### config.mk
export PLATFORM = sky130hd
export DESIGN_NAME = lab5_g41_alu_arbiter
export DESIGN_NICKNAME = d
export VERILOG_FILES = /design/src/rtl/lab5_g41_alu_arbiter.sv
export SDC_FILE = /design/constraint.sdc
export NUM_CORES = 1
export LEC_CHECK = 0
export ABC_AREA = 0
export CAP_MARGIN = 40
export CORE_ASPECT_RATIO = 0.5
export CORE_MARGIN = 3
export CORE_UTILIZATION = 39
export CTS_BUF_LIST = sky130_fd_sc_hd__clkbuf_16
export CTS_CLUSTER_DIAMETER = 50
export DETAILED_ROUTE_END_ITERATION = 10
export PLACE_DENSITY = 0.85
export REMOVE_ABC_BUFFERS = 1
export SLEW_MARGIN = 20
export SYNTH_ARGS = -nofsm -noshare
export SYNTH_HDL_FRONTEND = slang
export SYNTH_SLANG_ARGS = --single-unit
### constraint.sdc
create_clock -name clk -period 3.2 [get_ports clk]
set_input_delay 0.32 -clock clk [delete_from_list [all_inputs] [get_ports clk]]
set_output_delay 0.32 -clock clk [all_outputs]
set_load 0.02 [all_outputs]
### src/rtl/lab5_g41_alu_arbiter.sv
// Two-port round-robin front end for an external combinational ALU; one transaction in flight.
// Optional error counter enabled by defining ALU_ARB_ERRCNT_EN.
module lab5_g41_alu_arbiter #(
  parameter int W   = 32,
  parameter int OPW = 4
) (
  input  logic           clk,
  input  logic           rst_n,
  input  logic           req0_valid,
  output logic           req0_ready,
  input  logic [W-1:0]   req0_a,
  input  logic [W-1:0]   req0_b,
  input  logic [OPW-1:0] req0_op,
  input  logic           req1_valid,
  output logic           req1_ready,
  input  logic [W-1:0]   req1_a,
  input  logic [W-1:0]   req1_b,
  input  logic [OPW-1:0] req1_op,
  output logic           rsp0_valid,
  input  logic           rsp0_ready,
  output logic [W-1:0]   rsp0_s,
  output logic [4:0]     rsp0_flags,
  output logic           rsp1_valid,
  input  logic           rsp1_ready,
  output logic [W-1:0]   rsp1_s,
  output logic [4:0]     rsp1_flags,
  output logic [W-1:0]   alu_a,
  output logic [W-1:0]   alu_b,
  output logic [OPW-1:0] alu_op,
  input  logic [W-1:0]   alu_s,
  input  logic           alu_n,
  input  logic           alu_z,
  input  logic           alu_v,
  input  logic           alu_c,
  input  logic           alu_hata,
`ifdef ALU_ARB_ERRCNT_EN
  output logic [7:0]     err_cnt,
`endif
  output logic           busy
);

  typedef enum logic [1:0] {IDLE, EXEC, RESP} state_t;

  state_t         state_q, state_d;
  logic           own_q, own_d;
  logic           last_q, last_d;
  logic [W-1:0]   alu_a_q, alu_a_d, alu_b_q, alu_b_d;
  logic [OPW-1:0] alu_op_q, alu_op_d;
  logic [W-1:0]   res_s_q, res_s_d;
  logic [4:0]     res_f_q, res_f_d;
  logic           gnt, acc0, acc1, own_rdy;

  // On a tie the port that did not win last time gets the grant.
  always_comb begin
    gnt  = (req0_valid && req1_valid) ? ~last_q : req1_valid;
    acc0 = (state_q == IDLE) && req0_valid && !gnt;
    acc1 = (state_q == IDLE) && req1_valid && gnt;
    own_rdy = own_q ? rsp1_ready : rsp0_ready;
  end

  always_ff @(posedge clk or negedge rst_n) begin
    if (!rst_n) begin
      state_q  <= IDLE;
      own_q    <= 1'b0;
      last_q   <= 1'b1;
      alu_a_q  <= '0;
      alu_b_q  <= '0;
      alu_op_q <= '0;
      res_s_q  <= '0;
      res_f_q  <= '0;
    end else begin
      state_q  <= state_d;
      own_q    <= own_d;
      last_q   <= last_d;
      alu_a_q  <= alu_a_d;
      alu_b_q  <= alu_b_d;
      alu_op_q <= alu_op_d;
      res_s_q  <= res_s_d;
      res_f_q  <= res_f_d;
    end
  end

  always_comb begin
    state_d = state_q;
    case (state_q)
      IDLE:    if (acc0 || acc1) state_d = EXEC;
      EXEC:    state_d = RESP;
      RESP:    if (own_rdy) state_d = IDLE;
      default: state_d = IDLE;
    endcase
  end

  always_comb begin
    own_d    = own_q;
    last_d   = last_q;
    alu_a_d  = alu_a_q;
    alu_b_d  = alu_b_q;
    alu_op_d = alu_op_q;
    res_s_d  = res_s_q;
    res_f_d  = res_f_q;
    if (acc0 || acc1) begin
      own_d    = acc1;
      last_d   = acc1;
      alu_a_d  = acc1 ? req1_a  : req0_a;
      alu_b_d  = acc1 ? req1_b  : req0_b;
      alu_op_d = acc1 ? req1_op : req0_op;
    end
    // A flagged ALU error is reported, not treated as an abort.
    if (state_q == EXEC) begin
      res_s_d = alu_s;
      res_f_d = {alu_hata, alu_n, alu_z, alu_v, alu_c};
    end
  end

  always_comb begin
    req0_ready = acc0;
    req1_ready = acc1;
    rsp0_valid = (state_q == RESP) && !own_q;
    rsp1_valid = (state_q == RESP) && own_q;
    busy       = (state_q != IDLE);
    rsp0_s     = res_s_q;
    rsp1_s     = res_s_q;
    rsp0_flags = res_f_q;
    rsp1_flags = res_f_q;
    alu_a      = alu_a_q;
    alu_b      = alu_b_q;
    alu_op     = alu_op_q;
  end

`ifdef ALU_ARB_ERRCNT_EN
  logic [7:0] err_cnt_q, err_cnt_d;

  always_comb begin
    err_cnt_d = err_cnt_q;
    if (state_q == EXEC && alu_hata && err_cnt_q != 8'hFF) err_cnt_d = err_cnt_q + 8'd1;
  end

  always_ff @(posedge clk or negedge rst_n) begin
    if (!rst_n) err_cnt_q <= '0;
    else        err_cnt_q <= err_cnt_d;
  end

  assign err_cnt = err_cnt_q;
`endif

endmodule

**Word-level counts from Yosys, hierarchy flattened**

Cells that the tools add are included.

- Input port bits: 179
- Flip-flop bits (word level): 109
- Word-level logic and storage cells: 34

- Equality and inequality tests: 4
- Reductions and logical operators: 13
- Bitwise logic cells: 1
- Mux-type cells: 8

Operator list:

| kind | count |
|---|---|
| 32-bit two-way mux | 2 |
| 1-bit logical AND | 7 |
| 2-bit one-hot mux with 3 select lines | 1 |
| 2-bit two-way mux | 2 |
| 4-bit two-way mux | 1 |
| 2-bit by 1-bit equality test with 1-bit output (second input constant) | 1 |
| 2-bit equality test (second input constant) | 1 |
| 1-bit logical NOT | 2 |
| 2-bit logical NOT | 1 |
| 1-bit two-way mux | 2 |
| 2-bit by 1-bit != test with 1-bit output (second input constant) | 1 |
| 2-bit != test (second input constant) | 1 |
| 2-bit AND reduction | 1 |
| 2-bit nonzero test | 1 |
| 1-bit logical OR | 1 |
| 1-bit NOT | 1 |

**Depth between registers and ports, before layout**

Gate-level depths: netlist of the first run.

- Depth in word-level cells: 7
- Gate-level depth with buffers: 5

**Least setup slack after synthesis of the first run**

No wires, ideal clock.

- Kind: flip-flop to output port
- Start: reg last_q
- End: out req0_ready
- Path buffers: 2
- Data arrival time: 1.257 ns
- Data required time: 2.880 ns
- Cell stages (with the launch flop): 5
- Setup slack: 1.623 ns
- Cell sequence: dfstp_2 nand2b_4 buf_2 clkbuf_1 and2_1

- Longest elaborated chain between the ends: 4

Ends and longest elaborated chain:

| element | RTL line | text |
|---|---|---|
| start, declared | 46 | `logic last_q, last_d;` |
| start signal, assigned | 74 | `last_q <= last_d;` |
| 1-bit NOT | 55 | `gnt = (req0_valid && req1_valid) ? ~last_q : req1_valid;` |
| 1-bit two-way mux | 55 |  |
| 1-bit logical NOT | 56 | `acc0 = (state_q == IDLE) && req0_valid && !gnt;` |
| 1-bit logical AND | 56 |  |
| end, declared | 10 | `output logic req0_ready,` |

Every way passes these cells.

**Final worst setup path of the first run**

- Start: reg state_q[0]
- End: out req1_ready

- Longest elaborated chain between the ends: 3

Ends and longest elaborated chain:

| element | RTL line | text |
|---|---|---|
| start, declared | 44 | `state_t state_q, state_d;` |
| start signal, assigned | 72 | `state_q <= state_d;` |
| 2-bit logical NOT | 57 | `acc1 = (state_q == IDLE) && req1_valid && gnt;` |
| 1-bit logical AND (2 in a row) | 57 |  |
| end, declared | 15 | `output logic req1_ready,` |

Every way passes these cells.

==> impl_metrics.json, run 1 <==
{
  "outcome": "complete, no violations",
  "drtAntennaViolNets": 0,
  "finalCriticalPeriod_ns": 2.43,
  "fin_area_sq_um": 8230,
  "first_pass_iters": 4,
  "grt_pass1_wl_um": 24900,
  "ys_seq_area_share_pct": 56.1,
  "slew_viol_final": 0,
  "syn-mean-instance-area_sq_um": 13.1,
  "clk_path_buf_depth": 2,
  "drc": 0,
  "p_leak_nw": 3.62,
  "cp_slowest_cell": "clkdlybuf4s50_1",
  "dieArea_sq_um": 13900,
  "worst_slew_pin_slew_ns": 0.701,
  "chipWidth_um": 164,
  "drive_above_1_share_pct": 10.5,
  "cts_tree": "done",
  "r2r_start": "state_q[0]$_DFFE_PN0P_",
  "max_stage_delay_ns": 0.66,
  "cts-root-buf": "clkbuf_16",
  "slew_headroom_pct": 53.3,
  "diodes": 0,
  "fin_skew_ns": 0.00709,
  "syn-cell-area_sq_um": 4860,
  "fin_crit_sh_pct": 75.9,
  "vias": 4255,
  "numCtsBuffers": 9,
  "coreArea_sq_um": 12000,
  "crit_path_start": "state_q[0]$_DFFE_PN0P_",
  "hp-class": "in2async",
  "start_kind": "flop",
  "grt_max_degree": 69,
  "cp.required_ns": 2.88,
  "hold_viol_final": 0,
  "initial_utilization_pct": 40.6,
  "place_area_sq_um": 7950,
  "finalWirelength_um": 16500,
  "place_congestion": 0.828,
  "postCtsSetupRepairBufs": 0,
  "fin_hold_ws_ns": 0.0198,
  "clk_latency_ns": 0.34,
  "synth_fa_ha_area_share_pct": 0,
  "die-height_um": 85.0,
  "rows": 28,
  "drv_cap": 0,
  "path_max_fanout": 10,
  "arrival_ns": 2.11,
  "htree_num_levels": 3,
  "multi_input_area_sq_um": 1650,
  "final_common_cell": "clkdlybuf4s50_1",
  "synth_cell_types": 20,
  "synth-compound-area-share_pct": 14.6,
  "cts_hold_buf": 0,
  "max_freq_mhz": 412,
  "grt_pass1_vias": 4385,
  "syn_inst": 371,
  "hpwl_um": 12000,
  "antenna_found_initial": 0,
  "initialDrtViolationCount": 248,
  "path_cells": "nor2_2, and3_2, clkdlybuf4s50_1",
  "grt_overflow_total": 0,
  "vias_per_cell": 5.23,
  "syn2layout_area_growth_pct": 69.3,
  "synth-simple-area-share_pct": 10.2,
  "rsz0062_at_grt": "false",
  "clock-sinks": 109,
  "synthXorXnorAreaFrac_pct": 0,
  "cts.clk_slew.worst_paths_ns": 0.08,
  "final_core_utilization_pct": 68.7,
  "muxShareOfSynthArea_pct": 8.80,
  "synth_top_family_by_area": "compound AO/OA/AOI/OAI gates",
  "ys_ff_latch": 109,
  "finalNetCount": 823,
  "io_pins": 326,
  "setup_violations": 0,
  "irDropWorstVdd_uv": 553,
  "regArea_sq_um": 2730,
  "post_cts_resized": 0,
  "n_fill_cell": 918,
  "portBuffers": 325,
  "most-common-layout-cells": "clkdlybuf4s50_1, dfrtp_1, and3_1, a221o_1, mux2_2",
  "critPathKind": "reg2out",
  "yosysWarnings": 0,
  "power_density_nw_per_um2": 1050,
  "crit_path_end_kind": "primary output",
  "wire_per_inst_um": 20.3,
  "fin_tns_setup_ns": 0,
  "p_total_w": 0.00864,
  "track_usage_pct": 22.9
}
==> metal layers <==
metal / wire, um / global-route usage [%] / vias to the layer above
met5: 0 / 0 / -
met4: 378 / 6.91 / 0
met3: 762 / 4.10 / 27
met2: 8840 / 41.8 / 141
met1: 6540 / 27.9 / 2165
li1: - / - / 1922
==> final cells by class <==
class,instances,area share (%)
timing repair buffer,332,40.7
sequential,109,33.2
multi-input combinational,189,20.1
clock buffer,9,2.74
tap,165,2.51
clock inverter,7,0.699
inverter,3,0.137
==> power by group <==
| part | internal, W | switching, W |
|---|---|---|
| registers | 0.00208 | 0.000498 |
| logic | 0.00259 | 0.00240 |
| clock network | 0.000540 | 0.000535 |
==> synth_stat cells <==
| library cell | count | share of area (%) |
|---|---|---|
| dfrtp_1 | 108 | 56 |
| clkbuf_1 | 16 | 1.2 |
| nand2_1 | 2 | 0.15 |
| a21o_1 | 2 | 0.31 |
| dfstp_2 | 1 | 0.54 |
| buf_2 | 5 | 0.51 |
| nor3b_2 | 1 | 0.26 |
| a221o_1 | 68 | 14 |
| o21ai_0 | 1 | 0.10 |
| nand2b_1 | 2 | 0.26 |
| o21ai_2 | 1 | 0.18 |
| buf_6 | 9 | 2.1 |
| mux2_2 | 38 | 8.8 |
| nor2_2 | 1 | 0.13 |
| and2_1 | 1 | 0.13 |
| and3_1 | 69 | 8.9 |
| buf_4 | 40 | 6.2 |
| nor2_1 | 2 | 0.15 |
| nand2b_4 | 1 | 0.28 |
| inv_1 | 3 | 0.23 |
==> kinds of logic after synthesis <==
family,count (synthesis)
flip-flops,109
AND/OR/NAND/NOR,79
buffers and inverters,73
AO/OA/AOI/OAI,72
multiplexers,38
==> worst paths after layout <==
check / end / slack [ns] / depth (start not counted)
worst max-delay path: req1_ready / 0.77 / 3
worst min-delay path: rsp0_s[13]$_DFFE_PN0N_ / 0.02 / 1
worst max register to register: alu_b[1]$_DFFE_PN0P_ / 1.36 / 4
worst min register to register: alu_b[21]$_DFFE_PN0P_ / 0.51 / 1
max in group asynchronous: last_q$_DFFE_PN1P_ / 2.37 / 2
min in group clk: alu_b[21]$_DFFE_PN0P_ / 0.51 / 1
==> flip-flops by register name, indices dropped and copies added, names as in the netlist <==
| register | cells |
|---|---|
| own_q | 1 |
| alu_a | 32 |
| rsp0_flags | 5 |
| state_q | 2 |
| last_q | 1 |
| alu_op | 4 |
| alu_b | 32 |
| rsp0_s | 32 |
==> worst max-delay path: cells and delay by family, from the launching register on <==
family	cells	cell delay, ns
buffers and inverters	1	0.66
DFF	1	0.45
and+or+nand+nor	2	0.66
==> through the flow <==
stage | worst slack [ns] | cells
floorplan | 0.776 | 301
global placement | 0.953 | 797
detailed placement | 0.932 | 798
CTS | 0.786 | 814
global route | 0.724 | 814
finish | 0.771 | 814
(Power assumes the default switching activity.)
==> run 2: changes to the inputs <==
- CORE_UTILIZATION: 39 -> 36
- PLACE_DENSITY: 0.85 -> 0.79
- clock period: 3.2 -> 2.5 ns (I/O delays scaled with it)
==> run 2 against run 1 <==
Effect of this change:
- register-to-register slack lost 0.55 ns
- flip-flop and latch count is the same
- wire length grew 2.5%
- global-route usage shrank 1.4 points
- first-iteration DRC count grew 19%
- design area is essentially flat
- total power grew 28%
- final cell count grew 1.1%
- worst setup slack lost 0.50 ns
- sequential share of layout area is essentially flat
- critical endpoint unchanged
- critical path type unchanged
- sequential power grew 28%
- clock power grew 29%
==> impl_metrics.json, run 2 (synthesis results as in run 1) <==
{
  "outcome": "complete, no violations",
  "finalWirelength_um": 16900,
  "fin_hold_ws_ns": 0.480,
  "cts-root-buf": "clkbuf_16",
  "critPathKind": "reg2out",
  "reg2reg_depth": 4,
  "vias": 4312,
  "hold_viol_final": 0,
  "max_freq_mhz": 449,
  "grt_pass1_vias": 4480,
  "syn2layout_area_growth_pct": 69.4,
  "numCtsBuffers": 9,
  "place_congestion": 0.839,
  "first_pass_iters": 4,
  "antenna_found_initial": 0,
  "crit_path_end_kind": "primary output",
  "max_stage_delay_ns": 0.66,
  "rows": 29,
  "finalCriticalPeriod_ns": 2.23,
  "post_cts_resized": 0,
  "clk_latency_ns": 0.34,
  "diodes": 0,
  "hpwl_um": 12400,
  "n_fill_cell": 1032,
  "grt_overflow_total": 0,
  "portBuffers": 325,
  "fin_crit_sh_pct": 89.1,
  "slew_headroom_pct": 57.2,
  "p_total_w": 0.0111,
  "htree_num_levels": 3,
  "grt_pass1_wl_um": 25300,
  "path_max_fanout": 4,
  "fin_skew_ns": 0.00886,
  "clock-sinks": 109,
  "finalNetCount": 827,
  "slew_viol_final": 0,
  "initialDrtViolationCount": 295,
  "initial_utilization_pct": 37.6,
  "coreArea_sq_um": 12900,
  "wire_per_inst_um": 20.6,
  "chipWidth_um": 170,
  "start_kind": "flop",
  "irDropWorstVdd_uv": 593,
  "cp_slowest_cell": "clkdlybuf4s50_1",
  "fin_tns_setup_ns": 0,
  "postCtsSetupRepairBufs": 0,
  "drive_above_1_share_pct": 10.9,
  "cts.clk_slew.worst_paths_ns": 0.08,
  "worst_slew_pin_slew_ns": 0.642,
  "final_common_cell": "clkdlybuf4s50_1",
  "cp.required_ns": 2.25,
  "drtAntennaViolNets": 0,
  "arrival_ns": 1.98,
  "vias_per_cell": 5.24,
  "cts_tree": "done",
  "hp-class": "in2async",
  "clk_path_buf_depth": 2,
  "drc": 0,
  "drv_cap": 0,
  "path_cells": "nor2_2, and3_2, clkdlybuf4s50_1",
  "grt_max_degree": 69,
  "rsz0062_at_grt": "false",
  "dieArea_sq_um": 15000,
  "track_usage_pct": 21.5,
  "power_density_nw_per_um2": 1340,
  "io_pins": 326,
  "p_leak_nw": 3.62,
  "most-common-layout-cells": "clkdlybuf4s50_1, dfrtp_1, and3_1, a221o_1, mux2_2",
  "cts_hold_buf": 1,
  "die-height_um": 88.2,
  "setup_violations": 0
}
[run 2: cell count changes in the layout (fill, tap and decap cells not counted), sizes merged]
cell         before  now
buf               8   11
clkinv            2    1
dlygate4sd3       0    1
inv               7    8
[run 2: critical path, delay by kind of cell (launching register included)]
family | cells | cell delay, ns
buf+inv | 1 | 0.66
flops | 1 | 0.46
simple gates | 2 | 0.52
[run 2: metal layers]
| layer | wire [um] | global-route usage (%) |
|---|---|---|
| met5 | 0 | 0 |
| met4 | 481 | 6.92 |
| met3 | 903 | 4.82 |
| met2 | 8900 | 38.5 |
| met1 | 6640 | 26.2 |
[run 2: power by group]
part | switching, W | internal, W
logic | 0.00310 | 0.00328
clock network | 0.000700 | 0.000694
registers | 0.000635 | 0.00266
total | 0.00443 | 0.00663
[run 2: final cells by class]
| type | count | area, sq um | area share, % |
|---|---|---|---|
| timing repair buffer | 336 | 3350 | 40.7 |
| inverter | 3 | 11.3 | 0.137 |
| multi-input combinational | 189 | 1650 | 20.1 |
| sequential | 109 | 2730 | 33.1 |
| clock inverter | 7 | 57.6 | 0.699 |
| clock buffer | 9 | 225 | 2.73 |
| tap | 170 | 213 | 2.58 |
[run 2: path summary, 6_finish.rpt]
kind                            slack [ns]                endpoint              startpoint
worst max-delay path                  0.27              req1_ready  state_q[0]$_DFFE_PN0P_
worst max register to register        0.81    alu_b[5]$_DFFE_PN0P_  state_q[0]$_DFFE_PN0P_
max in group asynchronous             1.28  rsp0_s[11]$_DFFE_PN0N_                   rst_n
min in group clk                      0.51  rsp0_s[15]$_DFFE_PN0N_               alu_s[15]
worst min-delay path                  0.48  rsp0_s[31]$_DFFE_PN0N_                   rst_n
worst min register to register        0.51   alu_b[20]$_DFFE_PN0P_   alu_b[20]$_DFFE_PN0P_
[run 2: through the flow]
stage	instances	setup WS (ns)	instance area (sq um)	utilization [%]
5_1_grt	823	0.185	8240	63.8
2_1_floorplan	301	0.103	4380	-
4_1_cts	823	0.244	8240	63.8
3_3_place_gp	806	0.440	7940	61.5
6_report	823	0.272	8240	63.8
3_5_place_dp	806	0.419	7940	61.5
